**src/rtl/nanorv32_lsu_pkg.sv**
```systemverilog
// Shared widths, access-size encodings and FSM state encodings for the nanorv32 load/store unit.
package nanorv32_lsu_pkg;

    localparam int NANORV32_DATA_MSB     = 31;
    localparam int NANORV32_LSU_SIZE_MSB = 1;

    typedef logic [NANORV32_LSU_SIZE_MSB:0] lsu_size_t;

    localparam lsu_size_t NANORV32_LSU_SIZE_BYTE = 2'b00;
    localparam lsu_size_t NANORV32_LSU_SIZE_HALF = 2'b01;
    localparam lsu_size_t NANORV32_LSU_SIZE_WORD = 2'b10;

    localparam logic [1:0] NANORV32_LSU_ST_IDLE  = 2'd0;
    localparam logic [1:0] NANORV32_LSU_ST_REQ   = 2'd1;
    localparam logic [1:0] NANORV32_LSU_ST_RWAIT = 2'd2;

endpackage

```
**src/rtl/nanorv32_lsu_if.sv**
```systemverilog
// Data-memory port between the load/store unit (master) and the memory (slave).
interface nanorv32_lsu_if;
    import nanorv32_lsu_pkg::*;

    logic                         dmem_req;
    logic                         dmem_we;
    logic [3:0]                   dmem_be;
    logic [NANORV32_DATA_MSB:0]   dmem_addr;
    logic [NANORV32_DATA_MSB:0]   dmem_wdata;
    logic                         dmem_ready;
    logic                         dmem_rvalid;
    logic [NANORV32_DATA_MSB:0]   dmem_rdata;

    modport master (
        output dmem_req, dmem_we, dmem_be, dmem_addr, dmem_wdata,
        input  dmem_ready, dmem_rvalid, dmem_rdata
    );

    modport slave (
        input  dmem_req, dmem_we, dmem_be, dmem_addr, dmem_wdata,
        output dmem_ready, dmem_rvalid, dmem_rdata
    );

endinterface

```
**src/rtl/nanorv32_lsu_align.sv**
```systemverilog
// Byte-lane steering: store byte enables and replication, load shift and extension, alignment check.
module nanorv32_lsu_align
    import nanorv32_lsu_pkg::*;
(
    input  lsu_size_t                  size,
    input  logic                       is_unsigned,
    input  logic [1:0]                 addr,
    input  logic [NANORV32_DATA_MSB:0] wdata,
    input  logic [NANORV32_DATA_MSB:0] rdata,
    output logic [3:0]                 be,
    output logic [NANORV32_DATA_MSB:0] wdata_rep,
    output logic [NANORV32_DATA_MSB:0] rdata_ext,
    output logic                       misaligned
);

    logic [NANORV32_DATA_MSB:0] rdata_sh;

    assign rdata_sh = rdata >> {addr, 3'b000};

    always_comb begin
        be         = 4'b0000;
        wdata_rep  = wdata;
        rdata_ext  = rdata;
        misaligned = 1'b0;
        case (size)
            NANORV32_LSU_SIZE_BYTE: begin
                be        = 4'b0001 << addr;
                wdata_rep = {4{wdata[7:0]}};
                rdata_ext = is_unsigned ? {24'b0, rdata_sh[7:0]}
                                        : {{24{rdata_sh[7]}}, rdata_sh[7:0]};
            end
            NANORV32_LSU_SIZE_HALF: begin
                be         = 4'b0011 << {addr[1], 1'b0};
                wdata_rep  = {2{wdata[15:0]}};
                rdata_ext  = is_unsigned ? {16'b0, rdata_sh[15:0]}
                                         : {{16{rdata_sh[15]}}, rdata_sh[15:0]};
                misaligned = addr[0];
            end
            NANORV32_LSU_SIZE_WORD: begin
                be         = 4'b1111;
                misaligned = (addr != 2'b00);
            end
            default: misaligned = 1'b1;
        endcase
    end

endmodule

```
**src/rtl/nanorv32_lsu.sv**
```systemverilog
// Load/store unit: one outstanding data-memory access, registered outputs, aligned load return.
module nanorv32_lsu
    import nanorv32_lsu_pkg::*;
(
    input  logic                       clk,
    input  logic                       rst,
    input  logic                       lsu_req,
    input  logic                       lsu_we,
    input  lsu_size_t                  lsu_size,
    input  logic                       lsu_unsigned,
    input  logic [NANORV32_DATA_MSB:0] alu_res,
    input  logic [NANORV32_DATA_MSB:0] lsu_wdata,
    output logic                       lsu_busy,
    output logic                       lsu_done,
    output logic                       lsu_misaligned,
    output logic [NANORV32_DATA_MSB:0] lsu_rdata,
    nanorv32_lsu_if.master             dmem
);

    logic [1:0]                 state_q, state_d;
    logic                       busy_q, busy_d;
    logic                       done_q, done_d;
    logic                       mis_q, mis_d;
    logic [NANORV32_DATA_MSB:0] rdata_q, rdata_d;
    logic                       req_q, req_d;
    logic                       we_q, we_d;
    logic [3:0]                 be_q, be_d;
    logic [NANORV32_DATA_MSB:0] addr_q, addr_d;
    logic [NANORV32_DATA_MSB:0] wdata_q, wdata_d;
    lsu_size_t                  size_q, size_d;
    logic                       uns_q, uns_d;
    logic [1:0]                 off_q, off_d;

    // In IDLE the aligner sees the incoming request; afterwards it sees the latched attributes for load return.
    logic                       sel_live;
    lsu_size_t                  al_size;
    logic                       al_uns;
    logic [1:0]                 al_off;
    logic [3:0]                 al_be;
    logic [NANORV32_DATA_MSB:0] al_wdata_rep;
    logic [NANORV32_DATA_MSB:0] al_rdata_ext;
    logic                       al_mis;

    assign sel_live = (state_q == NANORV32_LSU_ST_IDLE);
    assign al_size  = sel_live ? lsu_size      : size_q;
    assign al_uns   = sel_live ? lsu_unsigned  : uns_q;
    assign al_off   = sel_live ? alu_res[1:0]  : off_q;

    nanorv32_lsu_align u_align (
        .size        (al_size),
        .is_unsigned (al_uns),
        .addr        (al_off),
        .wdata       (lsu_wdata),
        .rdata       (dmem.dmem_rdata),
        .be          (al_be),
        .wdata_rep   (al_wdata_rep),
        .rdata_ext   (al_rdata_ext),
        .misaligned  (al_mis)
    );

    always_comb begin
        state_d = state_q;
        done_d  = 1'b0;
        mis_d   = 1'b0;
        rdata_d = rdata_q;
        req_d   = req_q;
        we_d    = we_q;
        be_d    = be_q;
        addr_d  = addr_q;
        wdata_d = wdata_q;
        size_d  = size_q;
        uns_d   = uns_q;
        off_d   = off_q;
        case (state_q)
            NANORV32_LSU_ST_IDLE: begin
                if (lsu_req) begin
                    if (al_mis) begin
                        done_d = 1'b1;
                        mis_d  = 1'b1;
                    end else begin
                        state_d = NANORV32_LSU_ST_REQ;
                        req_d   = 1'b1;
                        we_d    = lsu_we;
                        be_d    = al_be;
                        addr_d  = {alu_res[NANORV32_DATA_MSB:2], 2'b00};
                        wdata_d = al_wdata_rep;
                        size_d  = lsu_size;
                        uns_d   = lsu_unsigned;
                        off_d   = alu_res[1:0];
                    end
                end
            end
            NANORV32_LSU_ST_REQ: begin
                if (dmem.dmem_ready) begin
                    req_d = 1'b0;
                    if (we_q) begin
                        state_d = NANORV32_LSU_ST_IDLE;
                        done_d  = 1'b1;
                    end else begin
                        state_d = NANORV32_LSU_ST_RWAIT;
                    end
                end
            end
            NANORV32_LSU_ST_RWAIT: begin
                if (dmem.dmem_rvalid) begin
                    rdata_d = al_rdata_ext;
                    done_d  = 1'b1;
                    state_d = NANORV32_LSU_ST_IDLE;
                end
            end
            default: begin
                state_d = NANORV32_LSU_ST_IDLE;
                req_d   = 1'b0;
            end
        endcase
        busy_d = (state_d != NANORV32_LSU_ST_IDLE);
    end

    always_ff @(posedge clk) begin
        if (rst) begin
            state_q <= NANORV32_LSU_ST_IDLE;
            busy_q  <= 1'b0;
            done_q  <= 1'b0;
            mis_q   <= 1'b0;
            rdata_q <= '0;
            req_q   <= 1'b0;
            we_q    <= 1'b0;
            be_q    <= 4'b0000;
            addr_q  <= '0;
            wdata_q <= '0;
            size_q  <= NANORV32_LSU_SIZE_BYTE;
            uns_q   <= 1'b0;
            off_q   <= 2'b00;
        end else begin
            state_q <= state_d;
            busy_q  <= busy_d;
            done_q  <= done_d;
            mis_q   <= mis_d;
            rdata_q <= rdata_d;
            req_q   <= req_d;
            we_q    <= we_d;
            be_q    <= be_d;
            addr_q  <= addr_d;
            wdata_q <= wdata_d;
            size_q  <= size_d;
            uns_q   <= uns_d;
            off_q   <= off_d;
        end
    end

    assign lsu_busy        = busy_q;
    assign lsu_done        = done_q;
    assign lsu_misaligned  = mis_q;
    assign lsu_rdata       = rdata_q;
    assign dmem.dmem_req   = req_q;
    assign dmem.dmem_we    = we_q;
    assign dmem.dmem_be    = be_q;
    assign dmem.dmem_addr  = addr_q;
    assign dmem.dmem_wdata = wdata_q;

endmodule

```
**src/flat_wrapper.sv**
```systemverilog
// flat-port wrapper written by rule: the top's interface ports become plain ports
module nanorv32_lsu_flat import nanorv32_lsu_pkg::*;
  (clk, rst, lsu_req, lsu_we, lsu_size, lsu_unsigned, alu_res, lsu_wdata, lsu_busy, lsu_done, lsu_misaligned, lsu_rdata, dmem_dmem_req, dmem_dmem_we, dmem_dmem_be, dmem_dmem_addr, dmem_dmem_wdata, dmem_dmem_ready, dmem_dmem_rvalid, dmem_dmem_rdata);
  nanorv32_lsu_if dmem_i ();
  input  logic clk;
  input  logic rst;
  input  logic lsu_req;
  input  logic lsu_we;
  input  lsu_size_t lsu_size;
  input  logic lsu_unsigned;
  input  logic [NANORV32_DATA_MSB:0] alu_res;
  input  logic [NANORV32_DATA_MSB:0] lsu_wdata;
  output logic lsu_busy;
  output logic lsu_done;
  output logic lsu_misaligned;
  output logic [NANORV32_DATA_MSB:0] lsu_rdata;
  output wire logic [$bits(dmem_i.dmem_req)-1:0] dmem_dmem_req;
  output wire logic [$bits(dmem_i.dmem_we)-1:0] dmem_dmem_we;
  output wire logic [$bits(dmem_i.dmem_be)-1:0] dmem_dmem_be;
  output wire logic [$bits(dmem_i.dmem_addr)-1:0] dmem_dmem_addr;
  output wire logic [$bits(dmem_i.dmem_wdata)-1:0] dmem_dmem_wdata;
  input wire logic [$bits(dmem_i.dmem_ready)-1:0] dmem_dmem_ready;
  input wire logic [$bits(dmem_i.dmem_rvalid)-1:0] dmem_dmem_rvalid;
  input wire logic [$bits(dmem_i.dmem_rdata)-1:0] dmem_dmem_rdata;
  assign dmem_dmem_req = dmem_i.dmem_req;
  assign dmem_dmem_we = dmem_i.dmem_we;
  assign dmem_dmem_be = dmem_i.dmem_be;
  assign dmem_dmem_addr = dmem_i.dmem_addr;
  assign dmem_dmem_wdata = dmem_i.dmem_wdata;
  assign dmem_i.dmem_ready = dmem_dmem_ready;
  assign dmem_i.dmem_rvalid = dmem_dmem_rvalid;
  assign dmem_i.dmem_rdata = dmem_dmem_rdata;
  nanorv32_lsu u_core (.clk(clk), .rst(rst), .lsu_req(lsu_req), .lsu_we(lsu_we), .lsu_size(lsu_size), .lsu_unsigned(lsu_unsigned), .alu_res(alu_res), .lsu_wdata(lsu_wdata), .lsu_busy(lsu_busy), .lsu_done(lsu_done), .lsu_misaligned(lsu_misaligned), .lsu_rdata(lsu_rdata), .dmem(dmem_i));
endmodule
```
**config.mk**
```make
export PLATFORM = sky130hd
export DESIGN_NAME = nanorv32_lsu_flat
export DESIGN_NICKNAME = d
export VERILOG_FILES = /design/src/rtl/nanorv32_lsu_pkg.sv /design/src/rtl/nanorv32_lsu_if.sv /design/src/rtl/nanorv32_lsu_align.sv /design/src/rtl/nanorv32_lsu.sv /design/src/flat_wrapper.sv
export SDC_FILE = /design/constraint.sdc
export NUM_CORES = 1
export LEC_CHECK = 0
export CORE_MARGIN = 10
export CORE_UTILIZATION = 43
export CTS_CLUSTER_DIAMETER = 60
export DETAILED_ROUTE_END_ITERATION = 6
export PLACE_DENSITY = 0.8
export SETUP_SLACK_MARGIN = 0.1
export SLEW_MARGIN = 15
export SYNTH_ARGS = -nofsm -noshare
export SYNTH_HDL_FRONTEND = slang
export SYNTH_SLANG_ARGS = --single-unit
```
**constraint.sdc**
```tcl
create_clock -name clk -period 2.48 [get_ports clk]
set_clock_uncertainty 0.1 [all_clocks]
set_input_delay 0.496 -clock clk [delete_from_list [all_inputs] [get_ports clk]]
set_output_delay 0.496 -clock clk [all_outputs]
set_load 0.005 [all_outputs]
```
* After elaboration in Yosys (flattened, before gate mapping)
Cells that the tools add are included.
** Operators by class
- Reduce and logical (&&, ||, !) cells :: 8
- Bitwise logic cells :: 3
- Eq/ne operators :: 7
- Muxes and demuxes :: 25
- Shift-type cells :: 3
** Operators with widths (number)
- $pmux 32 s2 :: 2
- $mux 32 :: 2
- $shr 32x5->16 :: 1
- $mux 2 :: 7
- $pmux 4 s3 :: 1
- $mux 1 :: 9
- $pmux 1 s3 :: 3
- $ne 2x2->1 const B :: 3
- $pmux 2 s3 :: 1
- $eq 2x1->1 const B :: 2
- $eq 2x2->1 const B :: 2
- $logic_not 2->1 :: 2
- $reduce_and 4->1 :: 1
- $reduce_bool 2->1 :: 2
- $shl 1x2->4 const A :: 1
- $shl 2x2->4 const A :: 1
- $not 1->1 :: 3
- $reduce_and 3->1 :: 1
- $reduce_and 2->1 :: 1
- $reduce_or 2->1 :: 1
** Storage, ports and cells
- Bits of input ports :: 105
- Flip-flop bits (word level) :: 110
- Logic and storage cells :: 59

* Logic depth before layout (Yosys ltp)
Gate-level depths: netlist of run 1.
- Depth in word-level cells :: 8
- Gate-level depth with buffers :: 10

* Modules after synthesis
From an unflattened synthesis of run 1, not the netlist that was laid out.
** Unflattened totals
- Cells, all modules :: 697
- Area, all modules :: 5230.0 um^2
** By module, submodules not included
- nanorv32_lsu :: area each 3936.3 um^2, times used 1, cells each 490
- nanorv32_lsu_align :: area each 1293.7 um^2, times used 1, cells each 207

* Worst setup path before layout of run 1
No wires, ideal clock.
- Path type :: input-to-reg
- From :: in lsu_size[1]
- To :: reg u_core.wdata_q[17] (netlist: u_core.dmem.dmem_wdata[17])
- Setup time :: 0.144 ns
- Data required time :: 2.236 ns
- Buffers on the path :: 2
- Stages :: 8
- Arrival time :: 1.964 ns
- Path slack :: 0.272 ns
- Cells stage by stage :: or3b_4 a221o_1 a21bo_2 nor2b_4 buf_6 buf_2 nor2_1 a311oi_2
** Between the ends
- Longest elaborated chain between the ends :: 5
- Elaborated cells on any way between the ends :: 8
** RTL lines
- start, declared :: line flat_wrapper.sv:9 : input lsu_size_t lsu_size;
- $mux 2 * :: line nanorv32_lsu.sv:45 : assign al_size = sel_live ? lsu_size : size_q;
- $eq 2x2->1 (tied with other cells) :: line nanorv32_lsu_align.sv:25 : case (size)
- $pmux 1 s3 :: line nanorv32_lsu_align.sv:25
- $not 1->1 (no line)
- $reduce_and 3->1 (no line)
- end signal, assigned :: line nanorv32_lsu.sv:144 : wdata_q <= wdata_d;
- end, declared :: line nanorv32_lsu.sv:29 : logic [NANORV32_DATA_MSB:0] wdata_q, wdata_d;
Mark *: on every way between the ends. The rest lies on a longest branch, timed or not.
A chain may end at the register's enable or synchronous reset.

* Worst setup path in the final report of run 1
- From :: in lsu_size[1]
- To :: reg u_core.wdata_q[14] (netlist: u_core.dmem.dmem_wdata[14])
The elaborated chain is that of the path after synthesis.

==> metrics.md, run 1 <==
| Metric | Value |
|---|---|
| Reg2Reg Depth | `7` |
| Die Wd | `between 100 and 150 um` |
| Crit path to | `u_core.dmem.dmem_wdata[14]$_SDFFE_PP0P_` |
| CP required | `2.63 ns` |
| RSZ-0062 raised after global routing | `yes` |
| Int Power | `roughly 0.0036 W` |
| Crit path DAT | `around 2.5 ns` |
| Outcome | `complete, no violations` |
| Combinational share of power | `0.319` |
| CP startpoint | `lsu_size[1]` |
| Clock buffer count from CTS | `9` |
| WL final | `about 19 mm` |
| Hold depth | `1` |
| Design Area, Final | `between 7000 and 8000 sq um` |
| Post-route DRC | `0` |
| Final Non-Filler Cells | `around 970` |
| DP HPWL | `between 10 and 15 mm` |
| Nets | `approximately 920` |
| DP Cell Count | `between 900 and 1000` |
| Routed Antenna Nets | `0` |
| P_sw | `0.00154 W` |
| Reg2Reg Launch Point | `u_core.state_q[0]$_SDFF_PP0_` |
| Routability cong. | `~0.89` |
| Worst-Skew Late Latency | `0.35 ns` |
| Seq cells post-synth | `110` |
| Area Overhead vs Synth | `54.2%` |
| Switching share of power | `0.301` |
| Largest net degree at the start of global routing | `52` |
| Hold Violations, Final | `0` |
| Clock power share | `0.282` |
| Via count | `about 5400` |
| PD cells | `~660 nW/um^2` |
| CP Class | `in2reg` |
| Port buffer count | `207` |
| TritonRoute pass-1 iters | `5` |
| Initial antenna violation count | `1` |
| DR WL/cell | `between 15 and 20 um` |
| Tightest Hold Check Type | `reg2reg` |
| Sequential share of power | `0.400` |
| I/O pin total | `between 200 and 250` |
| CTS Sinks | `110` |
| Post-synthesis cell area | `roughly 5000 sq um` |
| Peak supply drop | `around 0.00042 V` |
| Vias per inst | `roughly 5.5` |
| Number of global-route vias before repair | `5355` |
| Placed Area | `approximately 7300 sq um` |
| Max Fclk | `between 400 and 500 MHz` |
| Mapped Cells | `a little over 600` |
| YS warnings | `0` |
| Hold buffer count at CTS | `0` |
| Cell leakage power | `between 2 and 3 nW` |
| RR Endpoint | `u_core.dmem.dmem_wdata[14]$_SDFFE_PP0P_` |
| Final Cycle Share | `0.941` |
| Slew HR | `0.597` |
| Post-synthesis sequential area ratio | `0.437` |
| Time the worst path needs with I/O delays and setup | `between 2 and 2.5 ns` |
| Total congestion overflow | `0` |
| Mean area per synthesized cell | `approximately 8.3 sq um` |
| Crit path launch type | `input port` |
| Reg clk slew, reported paths | `around 0.070 ns` |
| DR iter-0 viols | `523` |
| Cell variety after synth | `50` |
| Rows | `39` |
| Full die area | `between 15000 and 20000 sq um` |
| DIE HEIGHT | `between 100 and 150 um` |
| Total GRT Usage | `0.220` |
| CP Max Fanout | `19` |
| Least-Margin Pin Slew | `about 0.60 ns` |
| Final count of negative-setup-slack endpoints | `0` |
| Initial core utilization | `0.440` |
| First-pass GRT wire length | `approximately 29 mm` |
| Share of layout cells above drive strength 1 | `0.114` |
| Core region area | `approximately 11000 sq um` |
| FF-to-FF setup slack | `around 0.19 ns` |
| Slew Viols, Final | `0` |
| CTS tree | `yes` |
| CP endpoint kind | `flop` |
| Max Cap Violations | `0` |
| Clk buf depth | `2` |
| Clk Tree Root Cell | `clkbuf_16` |
| H-tree levels | `3` |
## cell families after synthesis
kind of cell | synth area share
and+or+nand+nor | 0.237
AOI/OAI and AO/OA | 0.216
DFF | 0.437
buffers and inverters | 0.0608
muxes | 0.0486
other | 0.000743
## placed cells by master (no fill, tap or decap), drive strengths merged, types with 10 or more instances in the layout
| cell type | n |
|---|---|
| mux2i | 21 |
| nor3 | 30 |
| nand2 | 132 |
| nor2 | 77 |
| o21ai | 10 |
| a21oi | 50 |
| clkbuf | 10 |
| buf | 43 |
| a211oi | 16 |
| a311oi | 26 |
| clkdlybuf4s50 | 204 |
| dfxtp | 110 |
## final cells by class
type,count,area [sq um]
Fill cell,961,3690
Timing Repair Buffer,250,2490
Clock buffer,10,229
Clock inverter,6,62.6
Multi-Input combinational cell,443,2590
Tap cell,143,179
Sequential cell,110,2210
Antenna cell,1,2.50
Inverter,2,7.51
## cells in the mapped netlist (all sizes together)
library cell / number / area (sq um)
nand2: 132 / 498
dfxtp: 110 / 2200
nor2: 77 / 297
a21oi: 50 / 254
buf: 30 / 220
nor3: 30 / 165
a311oi: 26 / 284
clkbuf: 21 / 78.8
mux2i: 21 / 223
a211oi: 16 / 120
o21ai: 10 / 57.6
a221o: 9 / 90.1
nor2b: 9 / 63.8
a221oi: 8 / 70.1
o22ai: 8 / 50.1
a2111oi: 7 / 61.3
a21o: 7 / 52.6
nand3b: 5 / 37.5
nand2b: 3 / 18.8
nand3: 3 / 20.0
nor3b: 3 / 22.5
inv: 2 / 7.51
mux2: 2 / 22.5
nor4: 2 / 12.5
or2: 2 / 12.5
a21bo: 1 / 10.0
a31oi: 1 / 6.26
and2: 1 / 6.26
and3: 1 / 6.26
conb: 1 / 3.75
nand4: 1 / 6.26
nor4b: 1 / 8.76
o21a: 1 / 15.0
o21bai: 1 / 11.3
o31a: 1 / 8.76
or3b: 1 / 11.3
or4b: 1 / 10.0
## routing by layer
metal	wire (um)	up-vias	GRT usage
li1	-	2553	-
met1	7450	2541	0.258
met2	8970	225	0.358
met3	1820	34	0.0798
met4	483	0	0.0874
met5	0	-	0
## per-stage QoR
| step | util | hold slack (ns) | setup TNS, ns | power, W | setup slack (ns) |
|---|---|---|---|---|---|
| finish | 0.678 | 0.353 | 0 | 0.00511 | 0.147 |
| detailed placement | 0.640 | 0.339 | -34.02 | 0.00361 | -0.384 |
| CTS | 0.674 | 0.355 | 0 | 0.00511 | 0.114 |
| floorplan | - | 0.337 | 0 | 0.00285 | 0.273 |
| global placement | 0.640 | 0.339 | -26.77 | 0.00357 | -0.289 |
| global route | 0.678 | 0.374 | 0 | 0.00537 | 0.0597 |
## how the worst min path moves through the flow
| stage | from | to | slack [ns] |
|---|---|---|---|
| 2_1_floorplan | u_core.uns_q$_SDFFE_PP0P_ | u_core.uns_q$_SDFFE_PP0P_ | 0.34 |
| 3_3_place_gp | u_core.lsu_rdata[4]$_SDFFE_PP0P_ | u_core.lsu_rdata[4]$_SDFFE_PP0P_ | 0.34 |
| 3_5_place_dp | u_core.lsu_rdata[3]$_SDFFE_PP0P_ | u_core.lsu_rdata[3]$_SDFFE_PP0P_ | 0.34 |
| 4_1_cts | u_core.lsu_rdata[3]$_SDFFE_PP0P_ | u_core.lsu_rdata[3]$_SDFFE_PP0P_ | 0.36 |
| 5_1_grt | u_core.dmem.dmem_addr[12]$_SDFFE_PP0P_ | u_core.dmem.dmem_addr[12]$_SDFFE_PP0P_ | 0.37 |
| 6_report | u_core.lsu_rdata[3]$_SDFFE_PP0P_ | u_core.lsu_rdata[3]$_SDFFE_PP0P_ | 0.35 |
## power by group through the flow
stage	Combinational (W)	Clock, W	Sequential, W
floorplan	0.000780	0	0.00207
global placement	0.00151	0	0.00207
detailed placement	0.00153	0	0.00208
CTS	0.00161	0.00146	0.00204
global route	0.00176	0.00154	0.00206
finish	0.00163	0.00144	0.00204
## flip-flops by register name, indices dropped and copies added, names as in the netlist
| signal | count |
|---|---|
| u_core.dmem.dmem_be | 4 |
| u_core.dmem.dmem_addr | 30 |
| u_core.lsu_busy | 1 |
| u_core.off_q | 2 |
| u_core.dmem.dmem_req | 1 |
| u_core.uns_q | 1 |
| u_core.dmem.dmem_wdata | 32 |
| u_core.size_q | 2 |
| u_core.state_q | 2 |
| u_core.lsu_rdata | 32 |
| u_core.dmem.dmem_we | 1 |
| u_core.lsu_done | 1 |
| u_core.lsu_misaligned | 1 |
## worst max-delay path, cell delays in order
cell             delay [ns]
clkdlybuf4s15_1        0.28
or3b_4                 0.41
a221o_1                0.32
a21bo_2                0.26
nand3_4                0.15
bufbuf_16              0.32
a211oi_1               0.06
nor3_1                 0.19
## what timing repair did
item                       in CTS  in global routing
pin swaps                       2                  0
gates resized for setup         5                 11
setup buffers                   5                  0
setup endpoints to repair     101                 97
gates cloned                    1                  0
(Power assumes the default switching activity.)
==> run 2: changes to the inputs <==
--- a/config.mk
+++ b/config.mk
@@ -11,7 +11,7 @@
 export DETAILED_ROUTE_END_ITERATION = 6
 export PLACE_DENSITY = 0.8
 export SETUP_SLACK_MARGIN = 0.1
-export SLEW_MARGIN = 15
+export SLEW_MARGIN = 40
 export SYNTH_ARGS = -nofsm -noshare
 export SYNTH_HDL_FRONTEND = slang
 export SYNTH_SLANG_ARGS = --single-unit
==> metrics.md, run 2 (same netlist as run 1, synthesis figures left out) <==
| Metric | Value |
|---|---|
| Clock buffer count from CTS | `9` |
| I/O pin total | `210` |
| Area Overhead vs Synth | `55.1%` |
| Slew HR | `0.597` |
| Full die area | `16500 sq um` |
| CP endpoint kind | `flop` |
| Largest net degree at the start of global routing | `52` |
| Final count of negative-setup-slack endpoints | `0` |
| RSZ-0062 raised after global routing | `no` |
| Nets | `slightly above 900` |
| Via count | `5379` |
| CTS Sinks | `110` |
| DIE HEIGHT | `about 130 um` |
| Routability cong. | `0.890` |
| Total GRT Usage | `0.220` |
| Die Wd | `128 um` |
| Max Cap Violations | `0` |
| Place WS | `-0.384 ns` |
| Routed Antenna Nets | `0` |
| DR WL/cell | `slightly below 20 um` |
| Global route hottest layer | `met2` |
| Final Cycle Share | `0.932` |
| Most common cell after layout, fill and taps aside | `clkdlybuf4s50_1` |
| GRT met2 Usage | `0.358` |
| CP required | `2.61 ns` |
| Max Fclk | `around 430 MHz` |
| Placed Area | `between 7000 and 8000 sq um` |
| Share of layout cells above drive strength 1 | `0.119` |
| DR iter-0 viols | `~530` |
| Time the worst path needs with I/O delays and setup | `2.31 ns` |
| Crit path launch type | `input port` |
| Total congestion overflow | `0` |
| Initial antenna violation count | `1` |
| Crit path DAT | `about 2.4 ns` |
| CTS tree | `yes` |
| Rows | `39` |
| Least-Margin Pin Slew | `0.603 ns` |
| TNS Setup | `0 ns` |
| Clk buf depth | `2` |
| GR Util met3 | `0.0798` |
| First-pass GRT wire length | `29.3 mm` |
| Number of global-route vias before repair | `approximately 5400` |
| PnR worst setup slack | `roughly 0.17 ns` |
| WL final | `18.9 mm` |
| Cell leakage power | `slightly below 3 nW` |
| DP HPWL | `about 14 mm` |
| Hold Violations, Final | `0` |
| Peak supply drop | `~0.00042 V` |
| Reg clk slew, reported paths | `approximately 0.070 ns` |
| TritonRoute pass-1 iters | `5` |
| Post-route DRC | `0` |
| CP Class | `in2reg` |
| Core region area | `11500 sq um` |
| Clk Tree Root Cell | `clkbuf_16` |
| PD cells | `~660 nW/um^2` |
| Final Power | `around 0.0051 W` |
| H-tree levels | `3` |
| Vias per inst | `approximately 5.6` |
| Design Area, Final | `7830 sq um` |
| Port buffer count | `just over 200` |
| Outcome | `complete, no violations` |
| Slew Viols, Final | `0` |
| Initial core utilization | `0.440` |
| GRT met1 Usage | `0.258` |
| Commonest non-fill, non-tap cells in the layout | `clkdlybuf4s50_1, nand2_1, dfxtp_1` |
| Tightest Hold Check Type | `reg2reg` |
| CP Max Fanout | `26` |
| Worst-Skew Late Latency | `between 0.3 and 0.4 ns` |
==> run 2: cell count changes in the layout (fill, tap and decap cells not counted) <==
cell,change
nand2_4,+1
nor3b_2,-1
nor3_2,+2
nor3b_1,+1
a211oi_1,-1
a2111oi_1,+1
clkbuf_16,+1
a2111oi_0,-2
nand2_2,-1
a2111oi_2,+1
a211oi_2,+1
nor3_1,-2
==> run 2: repair_timing <==
action	in CTS	in global routing
buffers inserted	5	0
cloned	1	1
pin swaps	2	0
endpoints found under the setup margin	101	89
gates resized for setup	5	16
hold buffers	0	0
==> run 2: cell type report <==
class	count	area, sq um
Clock buffer	10	229
Inverter	2	7.51
Tap cell	143	179
Timing Repair Buffer	251	2520
Fill cell	951	3640
Antenna cell	1	2.50
Sequential cell	110	2210
Multi-Input combinational cell	443	2620
Clock inverter	6	62.6
==> run 2: worst paths after layout <==
check                                                      start                                       to  slack [ns]  cells past startpoint
worst max-delay path                                 lsu_size[1]  u_core.dmem.dmem_wdata[13]$_SDFFE_PP0P_        0.17                      9
worst max register to register      u_core.state_q[1]$_SDFF_PP0_  u_core.dmem.dmem_wdata[10]$_SDFFE_PP0P_        0.20                      8
worst min register to register  u_core.lsu_rdata[3]$_SDFFE_PP0P_         u_core.lsu_rdata[3]$_SDFFE_PP0P_        0.35                      1
worst min-delay path            u_core.lsu_rdata[3]$_SDFFE_PP0P_         u_core.lsu_rdata[3]$_SDFFE_PP0P_        0.35                      1
==> run 2: power by group <==
group          total [W]  leakage, nW  internal (W)  switching, W
combinational    0.00166         1.87      0.000866      0.000792
clock            0.00144        0.134      0.000781      0.000660
sequential       0.00204        0.899       0.00194      0.000104
total            0.00514         2.90       0.00358       0.00156
==> run 2: critical path, stage by stage <==
cell	delay [ns]
clkdlybuf4s15_1	0.27
or3b_4	0.41
a221o_1	0.32
a21bo_2	0.26
nor2b_4	0.16
buf_4	0.15
buf_12	0.15
nor2_1	0.14
nor3_2	0.07
==> run 2: per-layer routing <==
| layer | vias up | share of wire |
|---|---|---|
| met5 | - | 0 |
| met2 | 233 | 0.48 |
| li1 | 2561 | - |
| met3 | 38 | 0.098 |
| met1 | 2547 | 0.39 |
| met4 | 0 | 0.028 |
==> run 2: stage by stage <==
step | hold slack (ns) | instances | util
after global routing | 0.374 | 965 | 0.682
after CTS | 0.355 | 964 | 0.674
final | 0.352 | 966 | 0.682
after global placement | 0.339 | 942 | 0.640
after detailed placement | 0.339 | 942 | 0.640
after floorplan | 0.337 | 606 | -
